<file path="src/rtl/vga_sync_gen.sv">
// ---------------------------------------------------------------------------
// vga_sync_gen : VGA counters, blanking flags and latency-aligned sync/RGB.
// Revision 1.0
// ---------------------------------------------------------------------------
`default_nettype none

module vga_sync_gen #(
  parameter int H_ACTIVE = 640,
  parameter int H_FP     = 16,
  parameter int H_SYNC   = 96,
  parameter int H_BP     = 48,
  parameter int V_ACTIVE = 480,
  parameter int V_FP     = 10,
  parameter int V_SYNC   = 2,
  parameter int V_BP     = 33,
  parameter int LAT      = 2
) (
  input  logic       px_clk,
  input  logic       reset,
  input  logic       en,
  input  logic [7:0] pixel_rgb,
  output logic       px_en,
  output logic [9:0] x_pos,
  output logic [9:0] y_pos,
  output logic       frame_start,
  output logic       vblank,
  output logic       vga_hs,
  output logic       vga_vs,
  output logic [7:0] vga_rgb
);

  localparam int H_TOTAL = H_ACTIVE + H_FP + H_SYNC + H_BP;
  localparam int V_TOTAL = V_ACTIVE + V_FP + V_SYNC + V_BP;

  localparam logic [9:0] H_LAST = 10'(H_TOTAL - 1);
  localparam logic [9:0] V_LAST = 10'(V_TOTAL - 1);
  localparam logic [9:0] H_ACT  = 10'(H_ACTIVE);
  localparam logic [9:0] V_ACT  = 10'(V_ACTIVE);
  localparam logic [9:0] HS_BEG = 10'(H_ACTIVE + H_FP);
  localparam logic [9:0] HS_END = 10'(H_ACTIVE + H_FP + H_SYNC);
  localparam logic [9:0] VS_BEG = 10'(V_ACTIVE + V_FP);
  localparam logic [9:0] VS_END = 10'(V_ACTIVE + V_FP + V_SYNC);

  logic [9:0]     h_cnt;
  logic [9:0]     v_cnt;
  logic [9:0]     h_nxt;
  logic [9:0]     v_nxt;
  logic           started;
  logic           hs_raw;
  logic           vs_raw;
  logic [LAT:0]   hs_pipe;
  logic [LAT:0]   vs_pipe;
  logic [LAT-1:0] act_pipe;

  // The first enabled edge after reset presents (0,0) rather than advancing past it.
  always_comb begin
    h_nxt = '0;
    v_nxt = '0;
    if (started) begin
      if (h_cnt == H_LAST) begin
        h_nxt = '0;
        v_nxt = (v_cnt == V_LAST) ? '0 : v_cnt + 10'd1;
      end else begin
        h_nxt = h_cnt + 10'd1;
        v_nxt = v_cnt;
      end
    end
  end

  always_comb begin
    hs_raw = !(en && (h_cnt >= HS_BEG) && (h_cnt < HS_END));
    vs_raw = !(en && (v_cnt >= VS_BEG) && (v_cnt < VS_END));
  end

  // Flags are computed from the next position so they line up with x_pos/y_pos.
  always_ff @(posedge px_clk or posedge reset) begin
    if (reset) begin
      h_cnt       <= '0;
      v_cnt       <= '0;
      started     <= 1'b0;
      px_en       <= 1'b0;
      frame_start <= 1'b0;
      vblank      <= 1'b0;
    end else if (en) begin
      h_cnt       <= h_nxt;
      v_cnt       <= v_nxt;
      started     <= 1'b1;
      px_en       <= (h_nxt < H_ACT) && (v_nxt < V_ACT);
      frame_start <= (h_nxt == 10'd0) && (v_nxt == 10'd0);
      vblank      <= (v_nxt >= V_ACT);
    end else begin
      px_en       <= 1'b0;
      frame_start <= 1'b0;
    end
  end

  always_ff @(posedge px_clk or posedge reset) begin
    if (reset) begin
      hs_pipe  <= '1;
      vs_pipe  <= '1;
      act_pipe <= '0;
      vga_rgb  <= 8'h00;
    end else begin
      hs_pipe     <= {hs_pipe[LAT-1:0], hs_raw};
      vs_pipe     <= {vs_pipe[LAT-1:0], vs_raw};
      act_pipe[0] <= px_en;
      for (int i = 1; i < LAT; i++) begin
        act_pipe[i] <= act_pipe[i-1];
      end
      vga_rgb <= act_pipe[LAT-1] ? pixel_rgb : 8'h00;
    end
  end

  assign x_pos  = h_cnt;
  assign y_pos  = v_cnt;
  assign vga_hs = hs_pipe[LAT];
  assign vga_vs = vs_pipe[LAT];

endmodule

`default_nettype wire
</file>
<file path="config.mk">
export PLATFORM = sky130hd
export DESIGN_NAME = vga_sync_gen
export DESIGN_NICKNAME = d
export VERILOG_FILES = /design/src/rtl/vga_sync_gen.sv
export SDC_FILE = /design/constraint.sdc
export NUM_CORES = 1
export LEC_CHECK = 0
export CAP_MARGIN = 20
export CORE_ASPECT_RATIO = 0.6
export CORE_MARGIN = 1.5
export CORE_UTILIZATION = 58
export CTS_BUF_LIST = sky130_fd_sc_hd__clkbuf_4
export DETAILED_ROUTE_END_ITERATION = 8
export PLACE_DENSITY = 0.88
export RECOVER_POWER = 25
export REMOVE_ABC_BUFFERS = 1
export SLEW_MARGIN = 20
export SYNTH_ARGS = -nofsm -noshare
export SYNTH_HDL_FRONTEND = slang
export SYNTH_SLANG_ARGS = --single-unit
</file>
<file path="constraint.sdc">
create_clock -name px_clk -period 4.7 [get_ports px_clk]
set_clock_uncertainty 0.2 [all_clocks]
set_input_delay 0.94 -clock px_clk [delete_from_list [all_inputs] [get_ports px_clk]]
set_output_delay 0.94 -clock px_clk [all_outputs]
set_load 0.02 [all_outputs]
</file>
Yosys cells after proc, flatten, opt, wreduce, memory -nomap -nowiden:

Cells that the tools add are included.

* bits of input ports: 11
* output and inout port bits: 33
* logic and storage cells: 39
* register bits: 40

* $lt $le $gt $ge: 7
* mux-type cells: 8
* eq/ne operators: 2
* reduce and logical (&&, ||, !) cells: 10
* add/subtract/negate cells: 2

Operators by type and width (count)
* 10-bit 2-to-1 mux: 5
* 10-bit by 1-bit adder with 10-bit output (second input constant): 2
* 10-bit == test (second input constant): 2
* 10-bit by 9-bit greater-or-equal comparator with 1-bit output (second input constant): 2
* 10-bit logical NOT: 2
* 10-bit < comparator (second input constant): 2
* 10-bit by 9-bit < comparator with 1-bit output (second input constant): 2
* 10-bit greater-or-equal comparator (second input constant): 1
* 8-bit 2-to-1 mux: 1
* 1-bit logical AND: 6
* 1-bit logical NOT: 2
* 1-bit 2-to-1 mux: 2

Logic depth before layout (Yosys ltp):

* word-level depth: 7
* gate-level depth with buffers: 10
* gate-level depth less buffers: 8

Least setup slack after synthesis:

Ideal clock, no wire load.

* kind: reg2reg
* start: reg h_cnt[0] (netlist: x_pos[0])
* end: reg vblank
* cell stages (with the launch flop): 11
* setup time: 0.065 ns
* period minus slack after synthesis: 2.402 ns
* data arrival time: 2.137 ns
* path buffers: 3
* setup slack: 2.298 ns
* data required time: 4.435 ns
* cell sequence: dfrtp_1 ha_1 buf_2 and4_1 buf_2 nand3_4 buf_2 nor4_1 o21ai_2 o311ai_2 o21a_1

* cells in the longest elaborated chain, start to end: 4

RTL lines
* start: declaration: line 44 `logic [9:0] h_cnt;`
* start signal: assignment: line 85 `h_cnt <= h_nxt;`
* 10-bit == test: line 60 `if (h_cnt == H_LAST) begin`
* 10-bit 2-to-1 mux: line 60
* 10-bit 2-to-1 mux: line 59 `if (started) begin`
* 10-bit by 9-bit greater-or-equal comparator with 1-bit output: line 90 `vblank <= (v_nxt >= V_ACT);`
* end signal: assignment: line 90
* end: declaration: line 26 `output logic vblank,`

Every way passes these cells.
A chain may end at the register's enable or synchronous reset.

==> metrics.yaml <==
internal-power_uw: 593.5
critical_path.reg2reg.endpoint: "vblank"
synthesis.area_per_instance_um2: 9.064
violations: "capacitance limit, slew limit"
drt-vias-per-instance: 6.193
reg2reg_setup_slack_ps: 1850
largest_net_degree_at_the_start_of_global_routing: 41
arrival_ps: 3070
pre_cts_slack_ps: 1588
wire_per_inst_um: 16.38
most_used_flip_flop_cell_after_synthesis: "sky130_fd_sc_hd__dfrtp_1"
fp.coreArea_mm2: 0.003744
n_antenna_cell: 0
clkPwrFrac_pct: 25.6
critPathRequiredTime_ps: 4550
finalCritPeriodShare_pct: 68.38
final_design_area_no_fill_mm2: 0.002760
first_global_vias: 1823
area_added_between_synthesis_and_finish_pct: 19.89
rsz0062_at_grt: "no"
worst-r2r-cell-count: 7
final.min_clock_period_ps: 3214
tritoncts_clock_tree: "yes"
num-fill-cells: 301
synthCells: 254
cts-resized-gates: 0
worst_hold_path.endpoint: "hs_pipe[2]"
timing.critical_path.from_type: "primary input"
power_density_mw_per_mm2: 327.9
groute.usage.overall_pct: 27.39
crit_path_max_fanout: 40
drt.antenna.violating_nets: 0
endpoint_kind: "async pin"
netlist-cell-type-count: 52
cts_hold_buffers: 0
post-cts-setup-buffer-count: 0
layout.cells.most_common_list: "40 x sky130_fd_sc_hd__clkdlybuf4s50_1, 34 x sky130_fd_sc_hd__dfrtp_1, 27 x sky130_fd_sc_hd__nand2_1"
globalplace.congestion: 0.8812
layout_commonest_cell: "sky130_fd_sc_hd__clkdlybuf4s50_1"
synth.cell_area_mm2: 0.002302
swShare_pct: 34.43
fmax_mhz: 311.2
setup.worst_path.class: "in2async"
dp.cells: 323
ys_seq_area_share_pct: 43.80
timing.max_slew.rel_slack_pct: -43.24
share_of_flip_flops_with_an_asynchronous_set_or_reset_after_synthesis_pct: 100.0
worst_path_max_delay_cell: "sky130_fd_sc_hd__clkbuf_1"
grt.overflow.total: 0
ys_warns: 0
postPlaceCellArea_mm2: 0.002684
setup_viol_count_final: 0
clk_transition_reported_paths_ps: 120
timing_max_transition_violations_final: 41
synth_enable_flop_cells: 0
regToRegStartpoint: "x_pos[0]"
grt_pass1_wl_um: 9183
cts.htree.levels: 2
sequential_cell_area_mm2: 0.001008
drc: 0
min_from: "hs_pipe[1]"
grt_antenna_before_repair: 0
initialDrtViolationCount: 185
core.rowCount: 17
critical_path.startpoint: "reset"
finalSetupTns_ps: 0
die_height_um: 51.80
max_cap_violations: 1
cpPeakStageDelay_ps: 1530
crit_path_cell_trace: "dlygate4sd3_1 -> inv_1 -> clkbuf_1"
clockRootBuffer: "sky130_fd_sc_hd__clkbuf_4"
power.sequential.fraction_pct: 48.2
dieArea_mm2: 0.004369
worst_hold_path_type: "reg2reg"
fin_ws_ps: 1486
io_pins: 44
p_comb_share_pct: 26.2
dr.pass1.iters: 5
switching_power_uw: 311.6
hold_path_depth: 0
final_cells: 331
synth_seq_cells: 40
post-layout-total-power_uw: 905.1
drt-total-wl_um: 5423
max-vdd-ir-drop_v: 0.0002805
outcome: "finished, violations left"
final-hold-violation-count: 0
initial_utilization_pct: 61.50
maximum_clock_path_buffer_count: 2
fp.dieW_um: 84.34
insertion_delay_ps: 360
final_layout_size_suffix_gt1_share_pct: 7.746
area_of_combinational_cells_with_multiple_inputs_mm2: 0.001137
nNetsFinal: 299
tightestPinTransition_ps: 2149
static-leakage-power_nw: 1.080
cts.sinks: 40
portBuffers: 43
dr_total_vias: 2050
numCtsBuffers: 5
dp_hpwl_um: 3829
[cell families after synthesis]
| kind of cell | share of synthesized area (%) |
|---|---|
| flip-flops | 43.80 |
| buffers and inverters | 6.793 |
| AO/OA/AOI/OAI | 19.08 |
| XOR/XNOR | 3.044 |
| AND/OR/NAND/NOR | 24.57 |
| adder cells (fa/ha/maj) | 2.717 |
[metrics by stage]
stage / hold slack (ps) / utilization (%)
2_1_floorplan: 131.2 / -
3_3_place_gp: 143.4 / 71.69
3_5_place_dp: 147.1 / 71.69
4_1_cts: 165.4 / 73.83
5_1_grt: 167.1 / 73.73
6_report: 163.9 / 73.73
[cells in the mapped netlist (2+ instances only)]
cell | number | area [um^2]
sky130_fd_sc_hd__a21o_1 | 2 | 15.01
sky130_fd_sc_hd__a21oi_1 | 7 | 35.03
sky130_fd_sc_hd__a31oi_1 | 3 | 18.77
sky130_fd_sc_hd__and2_1 | 8 | 50.05
sky130_fd_sc_hd__and3_1 | 6 | 37.54
sky130_fd_sc_hd__and4_1 | 2 | 17.52
sky130_fd_sc_hd__buf_2 | 11 | 55.05
sky130_fd_sc_hd__buf_6 | 2 | 22.52
sky130_fd_sc_hd__clkbuf_1 | 8 | 30.03
sky130_fd_sc_hd__dfrtp_1 | 34 | 850.8
sky130_fd_sc_hd__dfstp_2 | 6 | 157.7
sky130_fd_sc_hd__ha_1 | 5 | 62.56
sky130_fd_sc_hd__inv_1 | 11 | 41.29
sky130_fd_sc_hd__nand2_1 | 27 | 101.4
sky130_fd_sc_hd__nand3_1 | 13 | 65.06
sky130_fd_sc_hd__nand4_1 | 7 | 43.79
sky130_fd_sc_hd__nor2_1 | 14 | 52.55
sky130_fd_sc_hd__nor2b_1 | 2 | 12.51
sky130_fd_sc_hd__nor3_1 | 7 | 35.03
sky130_fd_sc_hd__nor4_1 | 2 | 12.51
sky130_fd_sc_hd__o211ai_1 | 2 | 15.01
sky130_fd_sc_hd__o21a_1 | 3 | 22.52
sky130_fd_sc_hd__o21ai_0 | 21 | 105.1
sky130_fd_sc_hd__o21ai_1 | 3 | 15.01
sky130_fd_sc_hd__o22ai_1 | 4 | 25.02
sky130_fd_sc_hd__o31a_1 | 2 | 17.52
sky130_fd_sc_hd__o31ai_1 | 8 | 60.06
sky130_fd_sc_hd__o41ai_1 | 3 | 26.28
sky130_fd_sc_hd__or2_2 | 2 | 12.51
sky130_fd_sc_hd__xnor2_1 | 6 | 52.55
sky130_fd_sc_hd__xor2_1 | 2 | 17.52
[layer usage]
layer	global-route usage (%)	routed length, um	vias to the layer above
met2	38.27	2291	107
li1	-	-	965
met4	9.409	55	0
met5	0	0	-
met1	41.95	2569	968
met3	5.873	506	10
[state kept, by name (all words and copies together), names as in the netlist]
signal / cells
frame_start: 1
vs_pipe: 3
y_pos: 10
act_pipe: 2
vga_rgb: 8
px_en: 1
started: 1
x_pos: 10
hs_pipe: 3
vblank: 1
[power by group through the flow]
stage / registers (mW) / clock network [mW] / logic [mW]
6_report: 0.436 / 0.232 / 0.237
4_1_cts: 0.435 / 0.236 / 0.237
3_3_place_gp: 0.441 / 0 / 0.230
5_1_grt: 0.445 / 0.253 / 0.259
2_1_floorplan: 0.469 / 0 / 0.0969
3_5_place_dp: 0.441 / 0 / 0.236
[final cells by class]
type | count | share of cell area, %
clock inverter | 3 | 1.541
sequential | 40 | 36.54
inverter | 11 | 1.496
tap | 47 | 2.131
clock buffer | 5 | 1.360
timing repair buffer | 44 | 15.73
multi-input combinational | 181 | 41.21
[worst max-delay path by stage]
stage          endpoint  cells after the start
5_1_grt        x_pos[5]                      3
3_3_place_gp   y_pos[2]                      5
3_5_place_dp   y_pos[3]                      5
6_report       x_pos[2]                      3
2_1_floorplan    vblank                      7
4_1_cts        x_pos[7]                      1
[worst max-delay path, delay by kind of cell]
| family | cells | cell delay [ps] |
|---|---|---|
| buf+inv | 3 | 2110 |
Power figures use the tool's default switching activity.
